`src/rtl/hazard_ctrl_unit_pkg.sv`:
```
// Shared types and constants for the hazard control unit: FSM states and the
// NOP control values loaded into pipeline registers when a bubble is inserted.
package hazard_ctrl_unit_pkg;

    typedef enum logic {
        StRun     = 1'b0,
        StMduWait = 1'b1
    } hz_state_e;

    typedef struct packed {
        logic       reg_write;
        logic       mem_read;
        logic       mem_write;
        logic [4:0] rd;
    } nop_ctrl_t;

    localparam nop_ctrl_t NopCtrl = '{reg_write: 1'b0, mem_read: 1'b0, mem_write: 1'b0, rd: 5'd0};

    // A load in EX whose rd feeds an ID source operand; x0 never creates a dependency.
    function automatic logic load_use_hit(
        input logic       mem_read,
        input logic [4:0] rd,
        input logic [4:0] rs1,
        input logic [4:0] rs2,
        input logic       uses_rs1,
        input logic       uses_rs2
    );
        return mem_read && (rd != 5'd0) &&
               ((uses_rs1 && (rs1 == rd)) || (uses_rs2 && (rs2 == rd)));
    endfunction

endpackage

```
`src/rtl/hazard_ctrl_unit_sat_counter.sv`:
```
// Saturating up-counter: increments on inc, sticks at all-ones.
module hazard_ctrl_unit_sat_counter
    import hazard_ctrl_unit_pkg::*;
#(
    parameter int unsigned W = 32
) (
    input  logic         clk,
    input  logic         rst_n,
    input  logic         inc,
    output logic [W-1:0] count
);

    always_ff @(posedge clk or negedge rst_n) begin
        if (!rst_n) begin
            count <= '0;
        end else if (inc && (count != '1)) begin
            count <= count + W'(1);
        end
    end

endmodule

```
`src/rtl/hazard_ctrl_unit.sv`:
```
// Pipeline hazard controller: load-use stalls, EX redirect flushes and MDU wait
// stalls with a watchdog, plus saturating stall/flush performance counters.
module hazard_ctrl_unit
    import hazard_ctrl_unit_pkg::*;
#(
    parameter int unsigned MDU_MAX_CYCLES = 40,
    parameter int unsigned CNT_W          = 32
) (
    input  logic             clk,
    input  logic             rst_n,
    input  logic [4:0]       id_rs1_addr_i,
    input  logic [4:0]       id_rs2_addr_i,
    input  logic             id_uses_rs1_i,
    input  logic             id_uses_rs2_i,
    input  logic [4:0]       ex_rd_addr_i,
    input  logic             ex_mem_read_i,
    input  logic             ex_redirect_i,
    input  logic             ex_mdu_op_i,
    input  logic             mdu_done_i,
    output logic             pc_stall_o,
    output logic             if_id_stall_o,
    output logic             if_id_flush_o,
    output logic             id_ex_stall_o,
    output logic             id_ex_bubble_o,
    output logic             ex_mem_bubble_o,
    output logic             mdu_timeout_o,
    output logic [CNT_W-1:0] stall_cnt_o,
    output logic [CNT_W-1:0] flush_cnt_o
);

    localparam logic [7:0] WdLast = 8'(MDU_MAX_CYCLES - 1);

    hz_state_e  state_q, state_d;
    logic [7:0] wd_q, wd_d;
    logic       timeout_d;
    logic       load_use;

    assign load_use = load_use_hit(ex_mem_read_i, ex_rd_addr_i, id_rs1_addr_i, id_rs2_addr_i,
                                   id_uses_rs1_i, id_uses_rs2_i);

    always_comb begin
        state_d         = state_q;
        wd_d            = wd_q;
        timeout_d       = mdu_timeout_o;
        pc_stall_o      = 1'b0;
        if_id_stall_o   = 1'b0;
        if_id_flush_o   = 1'b0;
        id_ex_stall_o   = 1'b0;
        id_ex_bubble_o  = 1'b0;
        ex_mem_bubble_o = 1'b0;
        // Gate on rst_n so outputs fall asynchronously with reset, whatever the inputs.
        if (rst_n) begin
            unique case (state_q)
                StRun: begin
                    if (ex_redirect_i) begin
                        if_id_flush_o  = 1'b1;
                        id_ex_bubble_o = 1'b1;
                    end else if (ex_mdu_op_i && !mdu_done_i) begin
                        pc_stall_o      = 1'b1;
                        if_id_stall_o   = 1'b1;
                        id_ex_stall_o   = 1'b1;
                        ex_mem_bubble_o = 1'b1;
                        state_d         = StMduWait;
                        wd_d            = 8'd1;
                    end else if (load_use) begin
                        pc_stall_o     = 1'b1;
                        if_id_stall_o  = 1'b1;
                        id_ex_bubble_o = 1'b1;
                    end
                end
                StMduWait: begin
                    if (mdu_done_i) begin
                        state_d = StRun;
                        wd_d    = 8'd0;
                    end else if (wd_q == WdLast) begin
                        timeout_d = 1'b1;
                        state_d   = StRun;
                        wd_d      = 8'd0;
                    end else begin
                        pc_stall_o      = 1'b1;
                        if_id_stall_o   = 1'b1;
                        id_ex_stall_o   = 1'b1;
                        ex_mem_bubble_o = 1'b1;
                        wd_d            = wd_q + 8'd1;
                    end
                end
            endcase
        end
    end

    always_ff @(posedge clk or negedge rst_n) begin
        if (!rst_n) begin
            state_q       <= StRun;
            wd_q          <= 8'd0;
            mdu_timeout_o <= 1'b0;
        end else begin
            state_q       <= state_d;
            wd_q          <= wd_d;
            mdu_timeout_o <= timeout_d;
        end
    end

    hazard_ctrl_unit_sat_counter #(
        .W(CNT_W)
    ) u_stall_cnt (
        .clk  (clk),
        .rst_n(rst_n),
        .inc  (pc_stall_o),
        .count(stall_cnt_o)
    );

    hazard_ctrl_unit_sat_counter #(
        .W(CNT_W)
    ) u_flush_cnt (
        .clk  (clk),
        .rst_n(rst_n),
        .inc  (if_id_flush_o),
        .count(flush_cnt_o)
    );

endmodule

```
`config.mk`:
```
export PLATFORM = sky130hd
export DESIGN_NAME = hazard_ctrl_unit
export DESIGN_NICKNAME = d
export VERILOG_FILES = /design/src/rtl/hazard_ctrl_unit_pkg.sv /design/src/rtl/hazard_ctrl_unit_sat_counter.sv /design/src/rtl/hazard_ctrl_unit.sv
export SDC_FILE = /design/constraint.sdc
export NUM_CORES = 1
export LEC_CHECK = 0
export CAP_MARGIN = 15
export CORE_UTILIZATION = 45
export CTS_CLUSTER_SIZE = 10
export DETAILED_ROUTE_END_ITERATION = 12
export PLACE_DENSITY = 0.81
export SYNTH_ARGS = -nofsm -noshare
export SYNTH_HDL_FRONTEND = slang
export SYNTH_HIERARCHICAL = 1
export SYNTH_SLANG_ARGS = --single-unit
```
`constraint.sdc`:
```
create_clock -name clk -period 2.97 [get_ports clk]
set_clock_uncertainty 0.1 [all_clocks]
set_input_delay 0.7425 -clock clk [delete_from_list [all_inputs] [get_ports clk]]
set_output_delay 0.7425 -clock clk [all_outputs]
set_load 0.005 [all_outputs]
```
# Word-level counts from Yosys, hierarchy flattened
# Index checks and enable logic that the tools add are counted.
[totals] regBits=74 out_inout_bits=71 word_cells=52
[classes] n_addsub=3 n_eq_ne=7 n_mux=23 bitwise=2 n_reduce_logical=12
[op_table] op="$add 32x1->32 const B" n=2
[op_table] op="$ne 32x32->1 const B" n=2
[op_table] op="$mux 8" n=4
[op_table] op="$mux 1" n=16
[op_table] op="$pmux 8 s2" n=1
[op_table] op="$eq 5x5->1" n=2
[op_table] op="$add 8x1->8 const B" n=1
[op_table] op="$eq 8x6->1 const B" n=1
[op_table] op="$logic_and 1x1->1" n=7
[op_table] op="$reduce_bool 5->1" n=1
[op_table] op="$ne 2x2->1 const B" n=2
[op_table] op="$pmux 1 s2" n=2
[op_table] op="$reduce_and 4->1" n=1
[op_table] op="$reduce_and 3->1" n=1
[op_table] op="$not 1->1" n=2
[op_table] op="$logic_not 1->1" n=1
[op_table] op="$logic_or 1x1->1" n=1

# Depth between registers and ports, before layout
# Gate-level depths: netlist of the first run.
[logic_depth] depth_word=10 depth_mapped=10 ltp_nobuf=10

# Cells and area by module
# Netlist of the first run, hierarchy kept.
[modules_own_cells] module="hazard_ctrl_unit_sat_counter (u_flush_cnt)" instances=1 cells_per_inst=151 area_per_inst_um2=1624.1 seq_area_each_um2=800.8
[modules_own_cells] module="hazard_ctrl_unit_sat_counter (u_stall_cnt)" instances=1 cells_per_inst=156 area_per_inst_um2=1610.3 seq_area_each_um2=800.8
[modules_own_cells] module="hazard_ctrl_unit" instances=1 cells_per_inst=83 area_per_inst_um2=749.5 seq_area_each_um2=250.2

# Worst setup path before layout of the first run
# No wires, ideal clock.
[synth_timing] kind="input to register" from="input ex_rd_addr_i[3]" to="register u_stall_cnt.count[18]" setup_time_ns=0.079 arrival_ns=3.445 slack_ns=-0.654 path_stages=9 path_buffers=0 path_cell_list="xor2_1 nor4_1 a32oi_1 o31ai_1 nand4_1 or3_1 nor3b_2 and3_1 xor2_1"
[synth_between] elab_chain_len=10 elab_cells_between_ends=14 cone_classes="eq/ne: 2; mux: 5; reduce/logical: 7"
[synth_rtl] item="start: declaration" line_no="hazard_ctrl_unit.sv:15" source="input logic [4:0] ex_rd_addr_i,"
[synth_rtl] item="$eq 5x5->1" line_no="hazard_ctrl_unit_pkg.sv:29" source="((uses_rs1 && (rs1 == rd)) || (uses_rs2 && (rs2 == rd)));"
[synth_rtl] item="$logic_and 1x1->1" line_no="hazard_ctrl_unit_pkg.sv:29"
[synth_rtl] item="$logic_or 1x1->1" line_no="hazard_ctrl_unit_pkg.sv:29"
[synth_rtl] item="$logic_and 1x1->1 (*)" line_no="hazard_ctrl_unit_pkg.sv:28" source="return mem_read && (rd != 5'd0) &&"
[synth_rtl] item="$mux 1 (*) (3 in a row)"
[synth_rtl] item="$pmux 1 s2 (*)"
[synth_rtl] item="$mux 1 (*)"
[synth_rtl] item="net if_id_stall_o" line_no="hazard_ctrl_unit.sv:21" source="output logic if_id_stall_o,"
[synth_rtl] item="$logic_and 1x1->1 (*)" line_no="hazard_ctrl_unit_sat_counter.sv:16" source="end else if (inc && (count != '1)) begin"
[synth_rtl] item="end signal: assignment" line_no="hazard_ctrl_unit_sat_counter.sv:17" source="count <= count + W'(1);"
[synth_rtl] item="end: declaration" line_no="hazard_ctrl_unit_sat_counter.sv:10" source="output logic [W-1:0] count"
# The timed path passes the listed nets; every way through them passes the cells marked *.
# A chain may end at the register's enable or synchronous reset.

# Final worst setup path of the first run
[layout_timing] from="input ex_rd_addr_i[2]" to="register u_stall_cnt.count[18]"
[layout_between] elab_chain_len=10 elab_cells_between_ends=14 cone_classes="eq/ne: 2; mux: 5; reduce/logical: 7"
[layout_rtl] item="$eq 5x5->1" line_no="hazard_ctrl_unit_pkg.sv:29"
[layout_rtl] item="$logic_and 1x1->1" line_no="hazard_ctrl_unit_pkg.sv:29"
[layout_rtl] item="$logic_or 1x1->1" line_no="hazard_ctrl_unit_pkg.sv:29"
[layout_rtl] item="$logic_and 1x1->1 (*)" line_no="hazard_ctrl_unit_pkg.sv:28"
[layout_rtl] item="$mux 1 (*)" line_no="hazard_ctrl_unit.sv:65" source="end else if (load_use) begin"
[layout_rtl] item="$mux 1 (*)" line_no="hazard_ctrl_unit.sv:58" source="end else if (ex_mdu_op_i && !mdu_done_i) begin"
[layout_rtl] item="$mux 1 (*)" line_no="hazard_ctrl_unit.sv:55" source="if (ex_redirect_i) begin"
[layout_rtl] item="$pmux 1 s2 (*)" line_no="hazard_ctrl_unit.sv:53" source="unique case (state_q)"
[layout_rtl] item="$mux 1 (*)" line_no="hazard_ctrl_unit.sv:52" source="if (rst_n) begin"
[layout_rtl] item="$logic_and 1x1->1 (*)" line_no="hazard_ctrl_unit_sat_counter.sv:16"
# Mark *: on every way between the ends. The rest lies on a longest branch, timed or not.

==> reports/summary.txt, run 1 <==
status: finished with violations
failing checks: negative setup slack
period utilization: 102.3%
final setup vio count: 3
Final Cell Area: 5552 µm²
Die X: 96.09 µm
Final min period: 3039 ps
Reg clk slew, reported paths: 90 ps
CP most frequent cell: buf_6
Maximum Capacitance Violations: 0
final hold violations: 0
Root Driver: clkbuf_8
critical path required time: 3130 ps
core box area: 8382 µm²
Post-synth EDFFs: 0
multi-input logic area: 2210 µm²
Syn Area/Cell: 10.21 µm²
Ys Warns: 6
io pins: 94
sequential fraction of the synthesis area: 46.48%
row cnt: 33
critical path arrival: 3200 ps
asr flop ratio synth: 100.0%
number of fill cells: 681
hold_sp: u_stall_cnt/count[13]
share of cells above drive strength 1: 18.77%
Slew Limit Fails: 0
RSZ-0062 raised after global routing: true
vias: 3,663
first-pass GRT wire length: 17,450 µm
Worst path slowest cell: or3_4
CP Launch Point: ex_rd_addr_i[2]
Die Y-Extent: 96.09 µm
HP Class: reg -> reg
vias in the first global route: 3,633
port bufs: 93
Area contributors post-synth: dfrtp_1 46%, xnor2_1 9.2%, nand4_1 5.5%
post-synthesis register bit count: 74
PwrDens: 450.4 nW/µm²
Slew HR: 35.82%
Vias per Instance: 5.842
Max clock buf depth: 2
TritonCTS clock tree: done
Synth top area share: 46.48%
worst slew pin tran: 962.8 ps
ANT nets after route: 0
Net Count, Synth: 416
Fmax: 0.3291 GHz
Worst Path Buf+Inv: 3
Final HPWL DP: 7406 µm
Overall Power: 2.500 mW
CP max stage delay: 440 ps
gr usage total: 24.55%
Peak VDD IR: 445.9 µV
Pre-antenna DRT Iters: 5
total gr overflow: 0
aggregate routed wire length: 10,670 µm
CP Cell Sequence: buf_6, buf_6, xor2_1, nor4_2, a32oi_2, o31ai_4, buf_6, nand4_1, or3_4, nor3b_4, and3_4, xor2_1
post-placement cell area: 5192 µm²
GP Congestion: 0.8517
Synth cell types: 53
ANT cells: 0
Area Overhead vs Synth: 39.35%
critical setup path kind: in -> reg
CP Launch Type: input pin
LEAKAGE: 2.357 nW
CTS H-tree depth: 3
FF+latch area: 1852 µm²
final net count: 543
Post-synth top flop: dfrtp_1
Clock Sinks: 74
setup ws final: -68.73 ps
Post-Syn Instances: 390
die area: 9233 µm²
antenna violations before repair: 0
clock latency on the worst-skew pair: 350 ps
largest net degree at the start of global routing: 79
r2r startpoint: state_q
Starting Density: 47.53%
DRC viols: 0
Crit Path Max Fanout: 6
CP delay by family, top: simple AND/OR/NAND/NOR gates
area leader, netlist: dfrtp_1
total CTS buffers: 9
DRT iter0 DRCs: 197
drt wl/cell: 17.01 µm
Post-Syn Area: 3984 µm²
CP endpoint kind: flip-flop
-- Yosys cell counts, types with 3 or more instances --
cell type and count:
dfrtp_1 74, xnor2_1 42, nand4_1 35, nand3_1 34, nand2_1 32, nor2_1 24
xor2_1 23, nor3_1 12, and3_1 10, nor4_1 8, a21oi_1 6, inv_1 6
o21ai_0 6, and4_1 5, o31ai_1 5, or4_4 5, nand2b_1 4, o21a_1 4
clkbuf_1 3, ha_1 3, or4_1 3
-- layout make-up --
class	instances	area share (%)
Inverter	6	0.4057
Timing Repair Buffer	123	20.15
Clock buffer	10	2.299
Sequential cell	74	33.36
Tap cell	105	2.366
Multi-Input combinational cell	303	39.80
Clock inverter	6	1.623
-- logic make-up (layout without fill, tap and decap cells) --
kind of cell | Yosys count | in the layout | synth area share [%]
and+or+nand+nor | 194 | 194 | 28.30
buffers and inverters | 13 | 145 | 1.790
AOI/OAI and AO/OA | 37 | 37 | 6.973
muxes | 4 | 4 | 1.225
adders and majority gates | 3 | 3 | 0.9423
DFF | 74 | 74 | 46.48
xor gates and xnor gates | 65 | 65 | 14.29
-- state kept, by name (all words and copies together), names as in the netlist --
signal	cells
state_q	1
u_flush_cnt/count	32
mdu_timeout_o	1
u_stall_cnt/count	32
wd_q	8
-- power breakdown --
part | switching (mW) | internal, mW
Combinational | 0.181 | 0.253
Sequential | 0.119 | 1.08
Clock | 0.390 | 0.477
-- through the flow --
stage	TNS, ps	worst slack (ps)	util (%)	hold WS [ps]	cells
after global routing	-723.2	-129.3	66.23	442.4	627
final	-125.2	-68.73	66.23	414.3	627
after floorplan	-1709	-221.6	-	346.9	390
after global placement	-15730	-718.8	61.95	349.7	604
after detailed placement	-19110	-829.4	61.95	407.0	604
after CTS	-10.07	-10.07	65.32	419.8	626
-- metal layers --
metal	up-vias	routed length, µm	global-route usage (%)
met5	-	0	0
met4	0	291	11.07
met3	31	603	4.344
met2	131	5425	41.55
met1	1819	4345	30.50
li1	1682	-	-
-- cell usage in the layout, fill, tap and decap left out, types with 3 or more instances in the layout --
cell	count
a21oi_1	6
and2_1	3
and3_1	9
and4_1	5
buf_2	6
buf_4	28
buf_6	6
clkbuf_8	9
clkdlybuf4s50_1	70
dfrtp_1	74
dlygate4sd2_1	10
ha_1	3
inv_1	6
nand2_1	32
nand3_1	34
nand4_1	35
nor2_1	22
nor3_1	8
nor3_2	3
nor3_4	3
nor4_1	5
nor4_2	4
o21a_1	4
o21ai_0	5
o31ai_1	4
or4_1	3
or4_4	5
xnor2_1	42
xor2_1	21
-- timing repair --
action,in CTS,in global routing
pin swaps,15,15
hold buffers,0,0
setup endpoints to repair,29,22
gates cloned,0,0
resized for setup,58,25
buffers inserted,6,2
-- worst paths after layout --
| check | to | slack, ps | cells after the start |
|---|---|---|---|
| worst max-delay path | u_stall_cnt/count[18] | -70 | 12 |
| worst min-delay path | u_stall_cnt/count[13] | 410 | 1 |
| worst max register to register | u_stall_cnt/count[18] | 150 | 9 |
| worst min register to register | u_stall_cnt/count[13] | 410 | 1 |
| max in group asynchronous | u_stall_cnt/count[15] | 1470 | 3 |
| min in group asynchronous | state_q | 670 | 3 |
Power figures use the tool's default switching activity.
==> run 2, diff against run 1 <==
Settings changed: ABC_AREA set to 0, GPL_TIMING_DRIVEN set to 0.
==> run 2 against run 1 <==
Effect of this change:
- the flow still finishes with violations (negative setup slack)
- die area unchanged
- sequential share of layout area fell by 0.12 points
- fmax fell by 1.2%
==> reports/summary.txt, run 2 (synthesis gave the netlist of run 1 again) <==
GR Util met1: 29.80% (-0.70 points)
ANT nets after route: 0 (unchanged)
CTS H-tree depth: 3 (unchanged)
Pre-antenna DRT Iters: 4 (-1)
Top Usage Layer GRT: met2
CP max stage delay: 470 ps (+30 ps)
RSZ-0062 raised after global routing: true
PwrDens: 434.7 nW/µm² (-3.5%)
DRC viols: 0 (unchanged)
LEAKAGE: 2.371 nW (+0.60%)
Fmax: 0.3252 GHz (-1.2%)
Place WS: -1096 ps (-266.7 ps)
critical path required time: 3100 ps (-30 ps)
final setup vio count: 9 (+6)
GRT met2 Usage: 39.01% (-2.5 points)
failing checks: negative setup slack
CP Cell Sequence: dlygate4sd2_1, nand2b_1, o21ba_4, o21ai_4, buf_6, o31ai_4, buf_6, nand4_1, or3_4, buf_4, nor2_4, nand3_2, mux2_2
DRT iter0 DRCs: 126 (-36%)
share of cells above drive strength 1: 17.82% (-0.96 points)
total gr overflow: 0 (unchanged)
final hold violations: 0 (unchanged)
gr usage total: 23.54% (-1.0 points)
Max clock buf depth: 2 (unchanged)
worst reg2reg path depth: 12 (+3)
setup TNS: -463.2 ps (-338.0 ps)
vias in the first global route: 3,526 (-2.9%)
port bufs: 93 (unchanged)
Worst path slowest cell: or3_4
Crit Path Max Fanout: 5 (-1)
critical setup path kind: in -> reg
CP Launch Type: input pin
TritonCTS clock tree: done
clock latency on the worst-skew pair: 340 ps (about the same)
Reg clk slew, reported paths: 80 ps (about the same)
first-pass GRT wire length: 16,770 µm (-3.9%)
Vias per Instance: 5.807 (-0.60%)
Die Y-Extent: 96.09 µm (unchanged)
io pins: 94 (unchanged)
met3 Resource Use GR: 4.344% (unchanged)
Peak VDD IR: 447.1 µV (+0.27%)
drt wl/cell: 16.77 µm (-1.4%)
critical path arrival: 3200 ps (about the same)
row cnt: 33 (unchanged)
RR Endpoint: u_stall_cnt/count[24]
HP Class: in -> async
worst slew pin tran: 698.0 ps (-264.8 ps)
ANT cells: 0 (unchanged)
post-placement cell area: 5096 µm² (-1.9%)
GP Congestion: 0.8953 (+5.1%)
Final HPWL DP: 7079 µm (-4.4%)
Clock Sinks: 74 (unchanged)
Slew HR: 53.04% (+17 points)
commonest non-fill, non-tap cell in the layout: dfrtp_1
total CTS buffers: 9 (unchanged)
largest net degree at the start of global routing: 33 (-58%)
vias: 3,641 (-0.60%)
final net count: 544 (+0.18%)
Slew Limit Fails: 0 (unchanged)
final core utilization: 66.47% (+0.24 points)
aggregate routed wire length: 10,520 µm (-1.4%)
status: finished with violations
core box area: 8382 µm² (unchanged)
Final Cell Area: 5572 µm² (+0.36%)
die area: 9233 µm² (unchanged)
Final min period: 3075 ps (+36.37 ps)
Maximum Capacitance Violations: 0 (unchanged)
Starting Density: 47.53% (unchanged)
CP most frequent cell: buf_6
antenna violations before repair: 0 (unchanged)
CP endpoint kind: flip-flop
r2r startpoint: state_q
Die X: 96.09 µm (unchanged)
Top Registers: u_flush_cnt/count (32), u_stall_cnt/count (32), wd_q (8)
Root Driver: clkbuf_8
commonest cells after routing, fill and taps aside: 74 x dfrtp_1, 69 x clkdlybuf4s50_1, 42 x xnor2_1
setup slack, reg-to-reg: 50 ps (-100 ps)
setup ws final: -105.1 ps (-36.37 ps)
Area Overhead vs Synth: 39.86%
period utilization: 103.5% (+1.2 points)
-- run 2: what timing repair did --
action,CTS,global route
hold buffers,0,0
pin swaps,20,17
setup endpoints to repair,35,15
cloned,2,0
setup buffers,10,11
gates resized for setup,71,15
-- run 2: final cells by class --
class	count	area (µm²)
inverter	6	22.52
clock inverter	5	55.05
tap	105	131.4
sequential	74	1852
fill	680	2810
multi-input combinational	303	2167
clock buffer	10	137.6
timing repair buffer	117	1157
buffer	7	48.80
-- run 2: how the worst max path moves through the flow --
stage | startpoint | endpoint | slack, ps | cells after the start
finish | mdu_done_i | u_stall_cnt/count[24] | -110 | 13
global route | id_rs1_addr_i[1] | u_stall_cnt/count[24] | -240 | 12
CTS | wd_q[4] | pc_stall_o | -110 | 7
detailed placement | ex_rd_addr_i[3] | u_stall_cnt/count[13] | -1100 | 10
global placement | rst_n | u_stall_cnt/count[18] | -3300 | 9
floorplan | ex_rd_addr_i[3] | u_stall_cnt/count[18] | -220 | 9
-- run 2: worst max-delay path, delay by kind of cell --
kind	cells	cell delay, ps
buf+inv	4	700
simple gates	5	1070
compound gates	3	400
mux	1	290
-- run 2: per-stage QoR --
| stage | hold WS, ps | power, mW | instances |
|---|---|---|---|
| final | 96.68 | 2.422 | 627 |
| after global placement | 350.3 | 1.608 | 588 |
| after CTS | 79.99 | 2.425 | 616 |
| after floorplan | 346.9 | 1.368 | 390 |
| after global routing | 79.71 | 2.538 | 627 |
| after detailed placement | 401.1 | 1.627 | 589 |
-- run 2: routing by layer --
metal	vias up	wire length [µm]
li1	1682	-
met1	1793	4482
met2	142	5187
met3	24	611
met4	0	233
met5	-	0
-- run 2: power breakdown --
group          total [mW]  internal, mW  switching [mW]
registers            1.20          1.08           0.119
clock network       0.777         0.403           0.374
logic               0.445         0.267           0.178
total                2.42          1.75           0.671
==> run 3, diff against run 2 <==
Settings changed: SKIP_CTS_REPAIR_TIMING set to 1.
==> run 3 against run 2 <==
Effect of this change:
- the flow still finishes with violations (negative setup slack)
- count of clock-buffer cells in the layout unchanged
- combinational power down 2%
- clock power decreased by 0.5%
- worst hold slack gained 4.6 ps
- sequential cell count is the same
- critical path type unchanged
- largest cell class unchanged
- largest power group unchanged
==> reports/summary.txt, run 3 (synthesis gave the netlist of run 1 again) <==
PwrDens: 431.8 nW/µm² (-0.66%)
die area: 9233 µm² (unchanged)
Vias per Instance: 5.953 (+2.5%)
period utilization: 105.8% (+2.2 points)
status: finished with violations
setup TNS: -1208 ps (-745.2 ps)
Pre-antenna DRT Iters: 5 (+1)
share of cells above drive strength 1: 16.18% (-1.6 points)
largest net degree at the start of global routing: 66 (+100%)
commonest cells after routing, fill and taps aside: 74 x dfrtp_1, 71 x clkdlybuf4s50_1, 42 x xnor2_1
Place WS: -1096 ps (unchanged)
CP endpoint kind: flip-flop
Clock Sinks: 74 (unchanged)
Maximum Capacitance Violations: 0 (unchanged)
Crit Path Max Fanout: 7 (+2)
aggregate routed wire length: 10,760 µm (+2.3%)
Reg clk slew, reported paths: 80 ps (about the same)
Top Registers: u_flush_cnt/count (32), u_stall_cnt/count (32), wd_q (8)
final core utilization: 66.67% (+0.19 points)
Die Y-Extent: 96.09 µm (unchanged)
Max clock buf depth: 2 (unchanged)
vias: 3,679 (+1.0%)
critical path arrival: 3270 ps (+70 ps)
commonest non-fill, non-tap cell in the layout: dfrtp_1
Starting Density: 47.53% (unchanged)
GP Congestion: 0.8953 (unchanged)
Final min period: 3142 ps (+66.63 ps)
CTS H-tree depth: 3 (unchanged)
io pins: 94 (unchanged)
core box area: 8382 µm² (unchanged)
HP Class: in -> async
vias in the first global route: 3,402 (-3.5%)
Root Driver: clkbuf_8
CP Launch Type: input pin
TritonCTS clock tree: done
final hold violations: 0 (unchanged)
drt wl/cell: 17.40 µm (+3.8%)
Fmax: 0.3183 GHz (-2.1%)
DRT iter0 DRCs: 166 (+32%)
total CTS buffers: 9 (unchanged)
antenna violations before repair: 0 (unchanged)
failing checks: negative setup slack
row cnt: 33 (unchanged)
clock latency on the worst-skew pair: 340 ps (about the same)
critical path required time: 3100 ps (about the same)
DRC viols: 0 (unchanged)
setup ws final: -171.7 ps (-66.63 ps)
Die X: 96.09 µm (unchanged)
Peak VDD IR: 444.1 µV (-0.69%)
Area Overhead vs Synth: 40.26%
port bufs: 93 (unchanged)
critical setup path kind: in -> reg
final setup vio count: 12 (+3)
RSZ-0062 raised after global routing: true
LEAKAGE: 2.463 nW (+3.9%)
Slew HR: 55.86% (+2.8 points)
Final HPWL DP: 7079 µm (unchanged)
ANT cells: 0 (unchanged)
gr usage total: 22.61% (-0.93 points)
Slew Limit Fails: 0 (unchanged)
final net count: 535 (-1.7%)
worst slew pin tran: 656.1 ps (-41.90 ps)
first-pass GRT wire length: 16,220 µm (-3.3%)
ANT nets after route: 0 (unchanged)
total gr overflow: 0 (unchanged)
## run 3: path summary, 6_finish.rpt
kind | startpoint | to | slack (ps) | cells past startpoint
max | id_rs1_addr_i[0] | u_stall_cnt/count[24] | -170 | 9
min | rst_n | u_stall_cnt/count[5] | 100 | 1
max reg2reg | state_q | u_stall_cnt/count[24] | 90 | 8
min reg2reg | u_flush_cnt/count[26] | u_flush_cnt/count[26] | 420 | 1
max in group asynchronous | rst_n | u_stall_cnt/count[26] | 2260 | 2
min in group clk | u_flush_cnt/count[26] | u_flush_cnt/count[26] | 420 | 1
## run 3: area by class of cell
cell class | instances | area, µm²
flip-flops and latches | 74 | 1852
plain buffers | 7 | 48.80
well taps | 105 | 131.4
clock inverters | 5 | 55.05
fillers | 684 | 2794
multi-input cells | 303 | 2196
repair buffers | 108 | 1145
clock buffers | 10 | 137.6
inverters | 6 | 22.52
## run 3: per-stage QoR
| step | area, µm² | power, mW | std cells | hold slack, ps |
|---|---|---|---|---|
| floorplan | 4009 | 1.368 | 390 | 346.9 |
| global route | 5588 | 2.528 | 618 | 86.99 |
| global placement | 5071 | 1.608 | 588 | 350.3 |
| CTS | 5289 | 2.407 | 604 | 139.1 |
| finish | 5588 | 2.413 | 618 | 101.3 |
| detailed placement | 5096 | 1.627 | 589 | 401.1 |
## run 3: critical path, cell delays in order
cell	delay (ps)
clkdlybuf4s50_1	480
xnor2_1	140
a32oi_2	170
o31ai_4	360
nand4_1	240
or3_4	480
nor2_1	210
nand3_1	150
mux2_2	300
## run 3: routing by layer
layer  vias up  global-route usage, %  part of all wire, %
met5         -                      0                    0
met4         0                  9.950                  3.0
met3        34                  4.581                  5.8
met2       152                  37.12                   50
met1      1830                  28.79                   42
li1       1663                      -                    -
## run 3: where the power goes
part	switching (mW)	leakage, nW	internal [mW]
clock	0.370	0.0941	0.403
combinational	0.177	1.36	0.260
sequential	0.121	1.01	1.08
total	0.668	2.46	1.74
